File: src/rtl/platform_spawner.sv
// platform_spawner: scroll-driven platform generator with LFSR placement and a 4-deep spawn FIFO
module platform_spawner #(
    parameter int          GAME_VIEW_LEFT_BORDER_X  = 340,
    parameter int          GAME_VIEW_RIGHT_BORDER_X = 682,
    parameter int          PLATFORM_WIDTH           = 100,
    parameter int          MIN_GAP                  = 60,
    parameter logic [15:0] SEED                     = 16'hACE1
) (
    input  logic        clk,
    input  logic        rst,
    input  logic [1:0]  game_state,
    input  logic        shift_pulse,
    input  logic [4:0]  shift_amount,
    input  logic        spawn_ready,
    output logic        spawn_valid,
    output logic [10:0] spawn_x,
    output logic [15:0] spawn_count,
    output logic        overflow
);
    localparam int RANGE = GAME_VIEW_RIGHT_BORDER_X - GAME_VIEW_LEFT_BORDER_X - PLATFORM_WIDTH;
    typedef enum logic [1:0] {STOPPED, RUNNING, ENDED} state_t;
    state_t      state;
    logic [9:0]  acc;
    logic [9:0]  gap_target;
    logic [15:0] lfsr;
    logic [10:0] mem [4];
    logic [1:0]  rd_ptr;
    logic [1:0]  wr_ptr;
    logic [2:0]  used;
    logic [10:0] sum;
    logic [7:0]  off;
    logic [10:0] new_x;
    logic        start, stop, run, spawn, full, pop, push;
    always_comb begin
        start = state == STOPPED && game_state == 2'd1;
        stop  = state == RUNNING && game_state == 2'd2;
        run   = state == RUNNING && game_state != 2'd2;
        sum   = {1'b0, acc} + {6'd0, shift_amount};
        spawn = run && shift_pulse && sum >= {1'b0, gap_target};
        off   = lfsr[7:0] >= 8'(RANGE) ? lfsr[7:0] - 8'(RANGE) : lfsr[7:0];
        new_x = 11'(GAME_VIEW_LEFT_BORDER_X) + {3'd0, off};
        full  = used == 3'd4;
        pop   = used != 3'd0 && spawn_ready;
        push  = spawn && (!full || pop);
    end
    assign spawn_valid = used != 3'd0;
    assign spawn_x     = mem[rd_ptr];
    always_ff @(posedge clk) begin
        if (rst) begin
            state       <= STOPPED;
            acc         <= '0;
            gap_target  <= 10'(MIN_GAP);
            lfsr        <= SEED;
            rd_ptr      <= '0;
            wr_ptr      <= '0;
            used        <= '0;
            spawn_count <= '0;
            overflow    <= 1'b0;
            for (int i = 0; i < 4; i++) mem[i] <= '0;
        end else begin
            if (start) state <= RUNNING;
            else if (stop) state <= ENDED;
            else if (state == ENDED && game_state == 2'd0) state <= STOPPED;
            if (start || stop) begin
                rd_ptr <= '0;
                wr_ptr <= '0;
                used   <= '0;
            end else begin
                if (push) begin
                    mem[wr_ptr] <= new_x;
                    wr_ptr      <= wr_ptr + 2'd1;
                end
                if (pop) rd_ptr <= rd_ptr + 2'd1;
                used <= used + {2'd0, push} - {2'd0, pop};
            end
            // placement and next gap both come from the LFSR value before it advances
            if (start) begin
                acc        <= '0;
                gap_target <= 10'(MIN_GAP);
            end else if (spawn) begin
                acc        <= 10'(sum - {1'b0, gap_target});
                gap_target <= 10'(MIN_GAP) + {3'd0, lfsr[14:8]};
                lfsr       <= {lfsr[14:0], lfsr[15] ^ lfsr[13] ^ lfsr[12] ^ lfsr[10]};
            end else if (run && shift_pulse) begin
                acc <= sum[9:0];
            end
            if (start) spawn_count <= '0;
            else if (push && !stop && spawn_count != 16'hFFFF) spawn_count <= spawn_count + 16'd1;
            if (start) overflow <= 1'b0;
            else if (spawn && !push) overflow <= 1'b1;
        end
    end
endmodule
File: config.mk
export PLATFORM = sky130hd
export DESIGN_NAME = platform_spawner
export DESIGN_NICKNAME = d
export VERILOG_FILES = /design/src/rtl/platform_spawner.sv
export SDC_FILE = /design/constraint.sdc
export NUM_CORES = 1
export LEC_CHECK = 0
export CORE_MARGIN = 8
export CORE_UTILIZATION = 25
export DETAILED_ROUTE_END_ITERATION = 8
export PLACE_DENSITY = 0.52
export SYNTH_ARGS = -nofsm -noshare
export SYNTH_HDL_FRONTEND = slang
export SYNTH_SLANG_ARGS = --single-unit
export TNS_END_PERCENT = 1
File: constraint.sdc
create_clock -name clk -period 12.95 [get_ports clk]
set_input_delay 1.9425 -clock clk [delete_from_list [all_inputs] [get_ports clk]]
set_output_delay 1.9425 -clock clk [all_outputs]
set_load 0.01 [all_outputs]
* After elaboration in Yosys (flattened, before gate mapping)
Memories as Yosys holds them, arrays and structs flattened. A register that Yosys moved wholly into a read port is not among the register bits.
Index checks and enable logic that the tools add are counted.
** Storage, ports and cells
- Register bits :: 62
- Bits in latches :: 0
- Memory bits (writable) :: 40
- Memory bits (read-only) :: 0
- Input bits :: 11
- Output and inout port bits :: 29
- Word-level logic and storage cells :: 77
- Memories :: 1
** Memories
- mem :: words 4, bits a word 10, rd ports 1, clocked after memory_dff 1, wr ports 4, RTL line 26 : logic [10:0] mem [4];
** Cells by class
- Add/subtract/negate cells :: 10
- Multipliers :: 0
- Divide/modulo/power cells :: 0
- Magnitude comparators :: 2
- Equality and inequality tests :: 7
- Shift operators :: 0
- Multiplexer cells :: 17
- Bitwise operators :: 4
- Reductions and logical operators :: 26
** Operators by type and width (number)
- $mux 10 :: 3
- $add 16x1->16 const B :: 1
- $ne 16x16->1 const B :: 1
- $add 10x5->11 :: 1
- $ge 11x10->1 :: 1
- $logic_and 1x1->1 :: 11
- $add 9x8->10 const A :: 1
- $mux 2 :: 5
- $reduce_or 10->1 :: 1
- $sub 10x10->10 :: 1
- $add 6x7->8 const A :: 1
- $ge 8x8->1 const B :: 1
- $mux 1 :: 8
- $mux 8 :: 1
- $sub 8x8->8 const B :: 1
- $reduce_bool 3->1 :: 2
- $add 2x1->2 const B :: 2
- $eq 2x1->1 const B :: 2
- $eq 2x2->1 const B :: 2
- $logic_not 2->1 :: 2
- $reduce_bool 2->1 :: 2
- $reduce_or 2->1 :: 2
- $add 3x1->3 :: 1
- $eq 3x3->1 const B :: 1
- other kinds (7) :: 12

* Logic depth before layout (Yosys ltp)
Gate-level depths: netlist of the first run.
- Word-level depth :: 11
- Depth in mapped cells :: 24
- Gate-level depth less buffers :: 22

* Worst setup path before layout of the first run
No wires, ideal clock.
- Path type :: input to register
- From :: in shift_amount[0]
- To :: reg used[2]
- Library setup time :: 0.131 ns
- Arrival time :: 5.925 ns
- Data required time :: 12.819 ns
- Slack :: 6.895 ns
- Cell stages on the path :: 23
- Path buffers :: 2
- Path through :: ha_1 > inv_1 > fa_1 > nor2b_2 > o31a_2 > o21ai_0 > xnor2_1 > ha_1 > a21o_1 > a21oi_1 > nand4_2 > o31a_4 > inv_4 > buf_6 > buf_6 > ha_1 > inv_1 > ha_1 > inv_1 > fa_1 > xor2_1 > xnor2_1 > nor2_1
** On the way
- Cells in the longest elaborated chain, start to end :: 6
** Ends and longest elaborated chain
- start, declared :: RTL line 13 : input logic [4:0] shift_amount,
- $add 10x5->11 :: RTL line 38 : sum = {1'b0, acc} + {6'd0, shift_amount};
- $ge 11x10->1 :: RTL line 39 : spawn = run && shift_pulse && sum >= {1'b0, gap_target};
- $logic_and 1x1->1 :: RTL line 39
- $logic_and 1x1->1 :: RTL line 44 : push = spawn && (!full || pop);
- $add 3x1->3 :: RTL line 74 : used <= used + {2'd0, push} - {2'd0, pop};
- $sub 3x1->3 :: RTL line 74
- end signal, assigned :: RTL line 74
- end, declared :: RTL line 29 : logic [2:0] used;
Every way passes these cells.
A chain may end at the register's enable or synchronous reset.

==> impl_results.md, run 1 <==
* Primary FF master, synth: dfxtp_1
* RSZ-0062 raised after global routing: no
* Nets at 650
* H-tree levels at 3
* Post-synth EDFFs at 40
* Synthesized net count at 626
* Area share of the largest cell type after synthesis at 22.6%
* Hold path depth at 2
* CTS tree: yes
* Slew @ Worst Pin at 0.959 ns
* CORE AREA at 21700 µm²
* Finished Layout Cells at 902
* Post-placement worst setup slack at 6.09 ns
* Post-synthesis cell type count at 66
* Worst-Skew Late Latency at 0.35 ns
* Die H at 164 µm
* Fraction of layout cells with a size suffix above 1 at 8.84%
* Slew Limit Fails at 0
* All-Layer GR Usage at 9.77%
* Util after Layout at 29.5%
* Syn avg cell area at 9.28 µm²
* Diodes inserted at 0
* Fin Clk Skew at 0.00569 ns
* Hold path endpoint: lfsr[9]
* Asr flop ratio synth at 0%
* HPWL Detailed at 9.20 mm
* Leakage power at 2.30 nW
* Design Area, Final at 6400 µm²
* Total routed wirelength at 12.7 mm
* First-pass GRT wire length at 21.1 mm
* Die Span X at 164 µm
* Reg2Reg Setup Slack at 8.15 ns
* DRT iter0 DRCs at 194
* Reg clk slew, reported paths at 0.07 ns
* FF+latch count, synth at 102
* Root Driver: clkbuf_16
* # setup viols final at 0
* DRC Markers at 0
* Power Total at 0.711 mW
* Min Tclk post-route at 6.51 ns
* Placer Congestion at 0.821
* Final WS setup at 6.44 ns
* Largest net degree at the start of global routing at 26
* Hold WS at 0.460 ns
* Crit path DAT at 6.51 ns
* Cell taking the most area after synthesis: dfxtp_1
* Top cells by count, synth: nand2_1 (80), nor2_1 (67), dfxtp_1 (62), a21oi_1 (52), edfxtp_1 (40)
* Dominant cells by area after synthesis: dfxtp_1 (23%), edfxtp_1 (22%), nand2_1 (5.5%)
* Final worst-path cycle share at 50.2%
* Grt total ovfl at 0
* Placed cell area at 6120 µm²
* Post-CTS sizing at 0
* PwrDens at 111 nW/µm²
* Starting Density at 25.4%
* Max VDD drop at 0.0698 mV
* CP Launch Type: primary input
* Vias at 4211
* Area growth syn-to-layout at 16.4%
* Worst slew margin at 35.2%
* Fmax at 154 MHz
* Post-Syn Instances at 593
* Vias per cell at 4.67
* R2R cell count at 14
* Vias in the first global route at 4086
* Count leader, synth: nand2_1
* Antenna violations before repair at 0
* Postcts setup bufs at 0
* Setup TNS at 0 ns
* Max-cap viol count at 0
* IO Port Bufs at 38
* Hold path start: lfsr[9]
* Register area share after synthesis at 44.4%
* DRT Pass-1 Iters at 4
* Inst Count DP at 886
* CP top delay family: compound AO/OA/AOI/OAI gates
* I/O pins at 40
* Worst path slowest cell: o311ai_2
* Most used cell, CP: ha_1
* CTS Sinks at 102
* Required @ worst endpoint at 12.96 ns
* CTS Buf Count at 9
* Rows at 54
* CTS Buffer Depth at 2
* Synth Warn # at 0
* Largest stage delay, worst path at 0.89 ns
* Worst reg2reg endpoint: mem[0][3]
* Die footprint at 27000 µm²
* Post-Synthesis Cell Area at 5500 µm²
* Status: finished, final reports clean
* Crit-path max FO at 14
* Worst path bufs/invs at 2
* # fillers at 2271
* HP Class: flop to flop
* Cell Chain, Critical Path: clkdlybuf4s50_1 > ha_1 > inv_1 > fa_1 > nor2b_2 > o31a_2 > o21ai_0 > xnor2_1 > ha_1 > a21o_1 > a21oi_1 > nand4_2 > o311ai_2 > or3_1 > nand2_1
* Reg-to-Reg Start: acc[0]
* Antenna Nets Post-Route at 0
* Critical path class: primary input to flop
* Hold buffers post-CTS at 0
* Hold Violations, Final at 0
* Crit. End Element: flop
* Wire length per cell at 14.1 µm
worst max path at each step:
| stage | startpoint | endpoint | slack (ns) | cells past startpoint |
|---|---|---|---|---|
| floorplan | shift_amount[0] | used[2] | 6.89 | 23 |
| finish | shift_amount[0] | mem[0][3] | 6.44 | 15 |
| global placement | shift_amount[0] | mem[0][4] | 6.21 | 15 |
| detailed placement | shift_amount[0] | mem[0][3] | 6.09 | 15 |
| global route | shift_amount[0] | mem[0][3] | 6.00 | 15 |
| CTS | shift_amount[0] | mem[0][3] | 6.46 | 15 |
sequential cells by signal, indices dropped and copies added, names as in the netlist, named ones only:
signal,cells
rd_ptr,2
lfsr,16
gap_target,8
mem,40
overflow,1
spawn_count,16
acc,10
wr_ptr,2
state,2
used,3
area by class of cell:
class / instances / area, µm² / share of cell area (%)
Inverter: 28 / 108 / 1.68
Tap cell: 280 / 350 / 5.47
Clock inverter: 6 / 55.1 / 0.860
Multi-Input combinational cell: 435 / 2820 / 44.0
Clock buffer: 10 / 229 / 3.58
Sequential cell: 102 / 2440 / 38.1
Timing Repair Buffer: 41 / 403 / 6.29
cells in the final DEF (no fill, tap or decap), types with 7 or more instances in the layout:
cell,netlist,routed
nor2_2,9,9
nand4_1,7,7
xor2_1,7,7
o21ai_1,8,8
mux2i_1,8,8
dfxtp_1,62,62
o31ai_1,7,7
or4_1,10,10
or3_1,9,9
nand3_1,11,11
nor2_1,67,67
ha_1,19,19
a21oi_1,52,52
clkbuf_16,0,9
o211ai_1,9,9
xnor2_1,16,16
edfxtp_1,40,40
mux4_2,10,10
nor3_1,7,7
o21ai_0,23,23
inv_1,27,27
nand2_1,80,80
clkdlybuf4s50_1,0,38
report_power, final:
part	leakage (nW)	switching, mW	total [mW]	internal, mW
Clock	0.133	0.129	0.262	0.134
Sequential	0.914	0.0116	0.355	0.343
Combinational	1.25	0.0448	0.0940	0.0492
Total	2.30	0.185	0.711	0.526
logic make-up (layout without fill, tap and decap cells):
logic type / count (synthesis) / after routing / synth area share (%)
simple gates: 234 / 234 / 20.4
compound gates: 136 / 136 / 15.7
flops: 102 / 102 / 44.4
buf+inv: 56 / 85 / 4.53
xor+xnor: 23 / 23 / 3.66
fa+ha+maj: 22 / 22 / 5.41
mux: 19 / 19 / 5.82
other cells: 1 / 1 / 0.0682
worst min-delay path, stage by stage, from the launching register on:
cell and delay, ns:
dfxtp_1 0.31, nand2_1 0.05, a21oi_1 0.05
routing by layer:
layer  up-vias  share of wire [%]  track usage [%]
met1      2001                 48             12.3
met5         -                  0                0
met3         9                2.8             2.18
met2        38                 48             16.3
met4         0                1.3             3.22
li1       2163                  -                -
No activity file was read; power rests on OpenSTA's default activity.
==> inputs of run 2 (changes only) <==
Clock period 12.95 ns to 6.4 ns, I/O delays scaled along.
==> impl_results.md, run 2 (same netlist as run 1, synthesis figures left out) <==
* Fraction of layout cells with a size suffix above 1 at 9.73% (+0.89 points)
* Slew @ Worst Pin at 0.966 ns (+0.00714 ns)
* Post-CTS sizing at 0 (unchanged)
* All-Layer GR Usage at 9.89% (+0.11 points)
* Hold WS at 0.456 ns (-0.00350 ns)
* H-tree levels at 3 (unchanged)
* Die footprint at 27000 µm² (unchanged)
* Hold buffers post-CTS at 0 (unchanged)
* Worst path slowest cell: clkdlybuf4s50_1
* DRT iter0 DRCs at 236 (+22%)
* CP Launch Type: primary input
* Postcts setup bufs at 0 (unchanged)
* Leakage power at 2.34 nW (+1.6%)
* Vias at 4255 (+1.0%)
* CTS Sinks at 102 (unchanged)
* Worst slew margin at 35.4% (+0.27 points)
* Wire length per cell at 14.0 µm (-0.64%)
* Worst path bufs/invs at 5 (+3)
* HP Class: flop to flop
* Top reg by flops: mem
* Max VDD drop at 0.129 mV (+85%)
* RSZ-0062 raised after global routing: no
* Worst-Skew Late Latency at 0.36 ns (about the same)
* I/O pins at 40 (unchanged)
* Crit. End Element: flop
* Regs by FF count: mem (40), lfsr (16), spawn_count (16)
* Reg2Reg Setup Slack at 1.75 ns (-6.40 ns)
* Rows at 54 (unchanged)
* Status: finished, final reports clean
* HPWL Detailed at 8.97 mm (-2.5%)
* Max-cap viol count at 0 (unchanged)
* # fillers at 2236 (-1.5%)
* Sequential power share at 49.2% (-0.7 points)
* # setup viols final at 0 (unchanged)
* Vias per cell at 4.69 (+0.49%)
* PwrDens at 226 nW/µm² (+100%)
* IO Port Bufs at 38 (unchanged)
* Crit path DAT at 5.62 ns (-0.89 ns)
* Most frequent cells in the layout: nand2_1 (80), nor2_1 (67), dfxtp_1 (62)
* Antenna violations before repair at 0 (unchanged)
* Crit-path max FO at 25 (+11)
* Largest stage delay, worst path at 0.46 ns (-0.43 ns)
* CTS Buffer Depth at 2 (unchanged)
* Die Span X at 164 µm (unchanged)
* Grt total ovfl at 0 (unchanged)
* Cell Int Power at 1.07 mW (+100%)
* Hold Violations, Final at 0 (unchanged)
* Critical path class: primary input to flop
* Required @ worst endpoint at 6.63 ns (-6.33 ns)
* Cell Chain, Critical Path: clkdlybuf4s50_1 > ha_1 > inv_1 > fa_1 > nor2b_2 > o31a_2 > o21ai_0 > xnor2_1 > ha_1 > a21o_1 > a21oi_1 > nand4_2 > o31a_4 > inv_4 > ha_1 > inv_1 > ha_1 > inv_1 > fa_1 > xor2_1 > xnor2_1 > nor2_1
* CTS tree: yes
* Antenna Nets Post-Route at 0 (unchanged)
* Fmax at 186 MHz
* Root Driver: clkbuf_16
* Fin Clk Skew at 0.00898 ns (+0.00330 ns)
* Nets at 655 (+0.77%)
* Most used cell, CP: ha_1
* Min Tclk post-route at 5.38 ns
* Die H at 164 µm (unchanged)
* Net Sw Frac at 26.7% (+0.64 points)
* Reg clk slew, reported paths at 0.08 ns (about the same)
* Vias in the first global route at 4121 (+0.86%)
* Setup TNS at 0 ns (unchanged)
* First-pass GRT wire length at 21.3 mm (+0.79%)
* CTS Buf Count at 9 (unchanged)
* Max reg flops at 40 (unchanged)
* Gate power share at 13.1% (about the same)
* Final worst-path cycle share at 84.1%
* Starting Density at 25.4% (unchanged)
* Total routed wirelength at 12.7 mm (about the same)
* CORE AREA at 21700 µm² (unchanged)
* CP top delay family: adder cells
* Sw power at 0.389 mW (+110%)
* Diodes inserted at 0 (unchanged)
* DRT Pass-1 Iters at 4 (unchanged)
* Commonest non-fill, non-tap cell in the layout: nand2_1
* Power Total at 1.46 mW (+110%)
* Area growth syn-to-layout at 17.3%
* Largest net degree at the start of global routing at 26 (unchanged)
* Slew Limit Fails at 0 (unchanged)
* Util after Layout at 29.8% (+0.23 points)
* Placer Congestion at 0.813 (-1.0%)
* Clock power frac at 37.7% (+0.8 points)
* DRC Markers at 0 (unchanged)
[run 2: cell type report]
cell class	count	area, µm²	area share, %
clock buffers	9	225	3.49
flip-flops and latches	102	2440	37.8
inverters	28	108	1.67
well taps	280	350	5.43
repair buffers	46	440	6.82
clock inverters	7	71.3	1.11
multi-input cells	435	2820	43.6
[run 2: path summary, 6_finish.rpt]
check / to / depth (start not counted) / from
max: used[2] / 22 / shift_amount[0]
min: lfsr[1] / 2 / lfsr[0]
max reg2reg: used[2] / 21 / acc[0]
min reg2reg: lfsr[1] / 2 / lfsr[0]
[run 2: layer usage]
metal	global-route usage, %	part of all wire [%]
met5	0	0
met4	3.68	0.76
met3	2.16	3.0
met2	16.5	48
met1	12.3	48
[run 2: power groups by stage]
| stage | clock [mW] | sequential [mW] | combinational (mW) |
|---|---|---|---|
| after floorplan | 0 | 0.717 | 0.140 |
| after global placement | 0 | 0.735 | 0.195 |
| after detailed placement | 0 | 0.735 | 0.195 |
| after CTS | 0.567 | 0.720 | 0.196 |
| after global routing | 0.591 | 0.724 | 0.214 |
| final | 0.550 | 0.718 | 0.191 |
[run 2: stage by stage]
step	setup slack [ns]	instance area [µm²]	instances
after floorplan	1.33	5500	593
after global placement	0.682	6160	891
after detailed placement	0.626	6160	891
after CTS	1.02	6450	907
after global routing	0.594	6450	907
final	1.02	6450	907
[run 2: worst min-delay path: cells and delay by family (launching register included)]
kind	cells	cell delay (ns)
compound gates	1	0.05
flops	1	0.31
simple gates	1	0.05
